--- src/rtl/spi_pkg.sv ---
// Shared types and constants for the SPI slave front end.
// Frame words are {cmd[1:0], payload[7:0]}, shifted MSB first.
package spi_pkg;

    localparam int unsigned SPI_RX_W  = 10;
    localparam int unsigned SPI_TX_W  = 8;
    localparam int unsigned SPI_CNT_W = 4;

    typedef enum logic [2:0] {
        IDLE,
        CHK_CMD,
        WRITE,
        READ_ADD,
        READ_DATA
    } spi_state_t;

    typedef enum logic [1:0] {
        CMD_WR_ADDR = 2'b00,
        CMD_WR_DATA = 2'b01,
        CMD_RD_ADDR = 2'b10,
        CMD_RD_DATA = 2'b11
    } spi_cmd_t;

endpackage

--- src/rtl/spi_tx_serializer.sv ---
// Parallel-load, MSB-first serializer for RAM read data onto MISO.
// Output is registered and idles at 0; a load while busy is never issued.
module spi_tx_serializer #(
    parameter int unsigned TX_W = 8
) (
    input  logic            i_clk,
    input  logic            i_rst,
    input  logic            i_clear,
    input  logic            i_load,
    input  logic [TX_W-1:0] i_data,
    output logic            o_miso,
    output logic            o_busy
);

    localparam int unsigned TXC_W = $clog2(TX_W);

    logic [TX_W-1:0]  r_sh;
    logic [TXC_W-1:0] r_cnt;
    logic             r_busy;
    logic             r_miso;

    // The MSB goes out on the load edge itself, so r_sh holds the remaining bits.
    always_ff @(posedge i_clk or posedge i_rst) begin
        if (i_rst) begin
            r_sh   <= '0;
            r_cnt  <= '0;
            r_busy <= 1'b0;
            r_miso <= 1'b0;
        end else if (i_clear) begin
            r_sh   <= '0;
            r_cnt  <= '0;
            r_busy <= 1'b0;
            r_miso <= 1'b0;
        end else if (i_load) begin
            r_sh   <= i_data << 1;
            r_miso <= i_data[TX_W-1];
            r_cnt  <= TXC_W'(TX_W - 1);
            r_busy <= 1'b1;
        end else if (r_busy) begin
            if (r_cnt != '0) begin
                r_miso <= r_sh[TX_W-1];
                r_sh   <= r_sh << 1;
                r_cnt  <= r_cnt - 1'b1;
            end else begin
                r_miso <= 1'b0;
                r_busy <= 1'b0;
            end
        end
    end

    assign o_miso = r_miso;
    assign o_busy = r_busy;

endmodule

--- src/rtl/spi_slave_fsm.sv ---
// SPI slave serial front end: command decode, rx deserialiser, read-address tracking,
// and the hand-off of RAM read data to the MISO serializer.
module spi_slave_fsm
    import spi_pkg::*;
#(
    parameter int unsigned RX_W  = SPI_RX_W,
    parameter int unsigned TX_W  = SPI_TX_W,
    parameter int unsigned CNT_W = SPI_CNT_W
) (
    input  logic            clk,
    input  logic            rst,
    input  logic            SS_n,
    input  logic            MOSI,
    output logic            MISO,
    output logic [RX_W-1:0] rx_data,
    output logic            rx_valid,
    input  logic [TX_W-1:0] tx_data,
    input  logic            tx_valid
);

    localparam logic [CNT_W-1:0] LastBit = CNT_W'(RX_W - 1);

    spi_state_t       r_state;
    logic [RX_W-2:0]  r_sh;
    logic [CNT_W-1:0] r_bit_cnt;
    logic             r_frame_done;
    logic             r_rd_addr_done;
    logic             r_tx_taken;
    logic [RX_W-1:0]  r_rx_data;
    logic             r_rx_valid;

    logic             w_tx_load;
    logic             w_tx_busy;
    logic             w_miso;
    logic [RX_W-1:0]  w_word;

    assign w_word = {r_sh, MOSI};

    // Read data is taken once per READ_DATA frame, only after the frame's word is out.
    assign w_tx_load = !SS_n && (r_state == READ_DATA) && r_frame_done && !r_tx_taken &&
                       !w_tx_busy && tx_valid;

    always_ff @(posedge clk or posedge rst) begin
        if (rst) begin
            r_state        <= IDLE;
            r_sh           <= '0;
            r_bit_cnt      <= '0;
            r_frame_done   <= 1'b0;
            r_rd_addr_done <= 1'b0;
            r_tx_taken     <= 1'b0;
            r_rx_data      <= '0;
            r_rx_valid     <= 1'b0;
        end else begin
            r_rx_valid <= 1'b0;
            if (SS_n) begin
                r_state      <= IDLE;
                r_bit_cnt    <= '0;
                r_frame_done <= 1'b0;
                r_tx_taken   <= 1'b0;
            end else begin
                unique case (r_state)
                    IDLE: begin
                        r_state      <= CHK_CMD;
                        r_bit_cnt    <= '0;
                        r_frame_done <= 1'b0;
                        r_tx_taken   <= 1'b0;
                    end
                    // The command bit steers the path only; the frame repeats it as bit 9.
                    CHK_CMD: begin
                        r_bit_cnt    <= '0;
                        r_frame_done <= 1'b0;
                        r_tx_taken   <= 1'b0;
                        if (!MOSI) begin
                            r_state <= WRITE;
                        end else if (r_rd_addr_done) begin
                            r_state <= READ_DATA;
                        end else begin
                            r_state <= READ_ADD;
                        end
                    end
                    WRITE, READ_ADD, READ_DATA: begin
                        if (!r_frame_done) begin
                            r_sh <= w_word[RX_W-2:0];
                            if (r_bit_cnt == LastBit) begin
                                r_rx_data    <= w_word;
                                r_rx_valid   <= 1'b1;
                                r_frame_done <= 1'b1;
                                if (r_state == READ_ADD) begin
                                    r_rd_addr_done <= 1'b1;
                                end else if (r_state == READ_DATA) begin
                                    r_rd_addr_done <= 1'b0;
                                end
                            end else begin
                                r_bit_cnt <= r_bit_cnt + 1'b1;
                            end
                        end else if (w_tx_load) begin
                            r_tx_taken <= 1'b1;
                        end
                    end
                    default: r_state <= IDLE;
                endcase
            end
        end
    end

    spi_tx_serializer #(
        .TX_W (TX_W)
    ) u_tx (
        .i_clk   (clk),
        .i_rst   (rst),
        .i_clear (SS_n),
        .i_load  (w_tx_load),
        .i_data  (tx_data),
        .o_miso  (w_miso),
        .o_busy  (w_tx_busy)
    );

    assign MISO     = w_miso;
    assign rx_data  = r_rx_data;
    assign rx_valid = r_rx_valid;

endmodule

--- config.mk ---
export PLATFORM = sky130hd
export DESIGN_NAME = spi_slave_fsm
export DESIGN_NICKNAME = d
export VERILOG_FILES = /design/src/rtl/spi_pkg.sv /design/src/rtl/spi_tx_serializer.sv /design/src/rtl/spi_slave_fsm.sv
export SDC_FILE = /design/constraint.sdc
export NUM_CORES = 1
export LEC_CHECK = 0
export BUFFER_PORTS_ARGS = -buffer_cell sky130_fd_sc_hd__buf_4
export CAP_MARGIN = 25
export CORE_ASPECT_RATIO = 0.5
export CORE_MARGIN = 4
export CORE_UTILIZATION = 60
export DETAILED_ROUTE_END_ITERATION = 12
export PLACE_DENSITY_LB_ADDON = 0.2
export SYNTH_ARGS = -nofsm -noshare
export SYNTH_HDL_FRONTEND = slang
export SYNTH_HIERARCHICAL = 1
export SYNTH_SLANG_ARGS = --single-unit
--- constraint.sdc ---
create_clock -name clk -period 4.6 [get_ports clk]
set_input_delay 0.46 -clock clk [delete_from_list [all_inputs] [get_ports clk]]
set_output_delay 0.46 -clock clk [all_outputs]
set_load 0.005 [all_outputs]
==> flow_metrics.py <==
metrics = {
    "outcome": {
        "status": "completed",
    },
    "cts": {
        "ctsResizeCount": 0,
        "clockRootBuffer": "clkbuf_8",
        "cts-buffers-inserted": 5,
        "cts_tree": "built",
        "h-tree-depth": 2,
        "ctsHoldBuffers": 0,
        "cts_setup_buffers": 0,
        "cts_buffer_depth": 2,
        "cts_sinks": 42,
        "clk-insertion-delay-late_ns": 0.29,
        "clkTransAtPathRegs_ns": 0.08,
    },
    "critical_path": {
        "cp.arrival_ns": 2.57,
        "crit_slowest_cell": "or4b_4",
        "reg2reg_to": "u_tx/r_sh[2]$_DFFE_PP0P_",
        "endpoint_kind": "flop",
        "cp_slowest_stage_delay_ns": 0.57,
        "crit_fanout": 13,
        "required_ns": 4.78,
        "rrSetupSlack_ns": 2.21,
        "path_buf_inv": 2,
        "worstReg2RegStart": "r_state[1]$_DFFE_PP0N_",
        "criticalPathCategory": "reg -> reg",
        "crit_path_start_kind": "flop",
        "rr_worst_depth": 6,
        "crit_chain": "or4b_4, nor3_1, buf_4, inv_1, and4_1, a2111oi_2",
        "path_delay_family": "simple AND/OR/NAND/NOR gates",
    },
    "sta": {
        "post-route-period-util": 0.519,
        "finalHoldViolations": 0,
        "fmax_mhz": 419,
        "hold_ws_ns": 0.0954,
        "slew_headroom": 0.545,
        "setup_violations": 0,
        "period_minus_slack_ns": 2.39,
        "rsz0062_at_grt": "false",
        "fin_tns_setup_ns": 0,
        "clock_skew_ns": 0.00329,
        "report.final.slew_viol_count": 0,
        "worst_pin_slew_ns": 0.680,
    },
    "global_routing": {
        "grt_pass1_vias": 1423,
        "antenna_found_initial": 0,
        "grt_max_degree": 26,
        "grt_usage": 0.179,
        "grt_pass1_wl_um": 6360,
        "gr-total-overflow": 0,
    },
    "floorplan": {
        "dieWidth_um": 91.2,
        "rows": 14,
        "die_h_um": 49.6,
        "initial_core_util": 0.658,
        "die_area_mm2": 0.00452,
        "core-area_mm2": 0.00315,
        "pin_count": 25,
    },
    "final_layout": {
        "nFillCells": 207,
        "nets": 217,
        "final_area_mm2": 0.00237,
        "register_area_mm2": 0.00105,
        "area_growth_pct": 14.2,
        "layout-drive-gt1-share": 0.340,
        "multiInputGateArea_um2": 902,
        "final_core_util": 0.751,
        "antennaDiodeCount": 0,
    },
    "placed_design": {
        "placed_cell_area_mm2": 0.00226,
        "hpwlAfterDp_um": 2470,
        "io_buffers": 24,
        "gp_congestion": 0.754,
    },
    "route": {
        "avgViaCountPerCell": 5.80,
        "drc": 0,
        "drt_wl_total_um": 3610,
        "num_vias": 1393,
        "drt_iter0_drc": 85,
        "dr.pass1.iters": 4,
        "final_antenna_net_count": 0,
        "routedWlPerCell_um": 15.0,
    },
    "logic_synthesis": {
        "synth_top_cell_area_share": 0.507,
        "ys_seq_elements": 42,
        "yosysTopAreaCell": "dfrtp_1",
        "ys.flop_type": "dfrtp_1",
        "syn_avg_cell_area_um2": 11.8,
        "synth_edf_count": 0,
        "async_reset_ff_frac": 1.00,
        "yosys-top-cells-area": "dfrtp_1 51%, mux2_2 10%, a2111oi_2 3.6%",
        "synth_cell_types": 45,
        "yosysSeqAreaShare": 0.507,
        "syn-instance-count": 176,
        "yosysWarnings": 6,
        "syn_nets": 193,
        "netlist_area_mm2": 0.00207,
    },
    "power": {
        "finalPower_mw": 0.806,
        "power.density_mw_per_mm2": 340,
        "leakage_nw": 1.13,
        "ir_drop_v": 0.000238,
    },
    "min_path": {
        "min_path_type": "in -> async",
    },
    "run": {
        "maxCapViolCount": 0,
    },
}
[layout make-up]
class | instances | share of cell area
Timing Repair Buffer | 26 | 0.0877
Tap cell | 40 | 0.0211
Sequential cell | 42 | 0.444
Inverter | 12 | 0.0190
Clock inverter | 1 | 0.0127
Clock buffer | 6 | 0.0349
Multi-Input combinational cell | 113 | 0.381
[metal layers]
layer  vias up  global-route usage  part of all wire
met5         -                   0                 0
met4         0              0.0525             0.012
met3         7              0.0669             0.047
met2        22               0.291              0.47
met1       685               0.225              0.47
li1        679                   -                 -
[how the worst max path moves through the flow]
stage | startpoint | endpoint | depth (start not counted)
4_1_cts | r_state[1]$_DFFE_PP0N_ | u_tx/r_sh[2]$_DFFE_PP0P_ | 6
3_3_place_gp | SS_n | u_tx/r_sh[2]$_DFFE_PP0P_ | 7
6_report | r_state[1]$_DFFE_PP0N_ | u_tx/r_sh[2]$_DFFE_PP0P_ | 6
2_1_floorplan | SS_n | u_tx/r_sh[6]$_DFFE_PP0P_ | 7
3_5_place_dp | SS_n | u_tx/r_sh[2]$_DFFE_PP0P_ | 7
5_1_grt | r_state[1]$_DFFE_PP0N_ | u_tx/r_sh[2]$_DFFE_PP0P_ | 6
[cell families after synthesis]
kind of cell | count (synthesis) | share of synthesized area
AOI/OAI and AO/OA | 43 | 0.177
adders and majority gates | 4 | 0.0241
buffers and inverters | 21 | 0.0585
DFF | 42 | 0.507
muxes | 20 | 0.108
and+or+nand+nor | 46 | 0.126
[per-stage QoR]
| step | setup WS, ns | cells |
|---|---|---|
| 6_report | 2.21 | 240 |
| 5_1_grt | 2.13 | 240 |
| 4_1_cts | 2.25 | 240 |
| 3_5_place_dp | 2.16 | 233 |
| 3_3_place_gp | 2.23 | 232 |
| 2_1_floorplan | 2.35 | 176 |
[flip-flops by register name, indices dropped and copies added (netlist names)]
register	count
u_tx/r_sh	7
u_tx/o_busy	1
r_tx_taken	1
r_state	3
r_sh	9
r_bit_cnt	4
rx_data	10
u_tx/o_miso	1
u_tx/r_cnt	3
r_frame_done	1
rx_valid	1
r_rd_addr_done	1
[layout by cell type (no fill, tap or decap), types with 2 or more instances in the layout]
| cell | n |
|---|---|
| nor2_1 | 19 |
| inv_1 | 12 |
| nand2_1 | 6 |
| a311oi_1 | 2 |
| nor3_1 | 3 |
| a21oi_1 | 6 |
| mux2_2 | 19 |
| clkbuf_8 | 6 |
| o31ai_1 | 2 |
| or3_1 | 4 |
| o21ai_1 | 2 |
| a2111oi_2 | 5 |
| buf_4 | 25 |
| ha_1 | 4 |
| o211ai_1 | 2 |
| dfrtp_1 | 42 |
| nor2_2 | 2 |
| a211oi_1 | 6 |
| o21ai_0 | 6 |
| a21boi_1 | 3 |
[cell usage after synthesis, types with 3 or more instances]
master and n:
a2111oi_2 5, a211oi_1 6, a21boi_1 3, a21oi_1 6
buf_6 4, dfrtp_1 42, ha_1 4, inv_1 12
mux2_2 19, nand2_1 6, nor2_1 19, nor3_1 3
o21ai_0 6, or3_1 4
[power by group]
group,internal (mW),total (mW),leakage (nW),switching (mW)
clock,0.174,0.293,0.0573,0.119
combinational,0.0431,0.0767,0.498,0.0336
sequential,0.404,0.436,0.571,0.0327
total,0.620,0.806,1.13,0.185
Note: power is estimated with default switching activity, not from simulation.
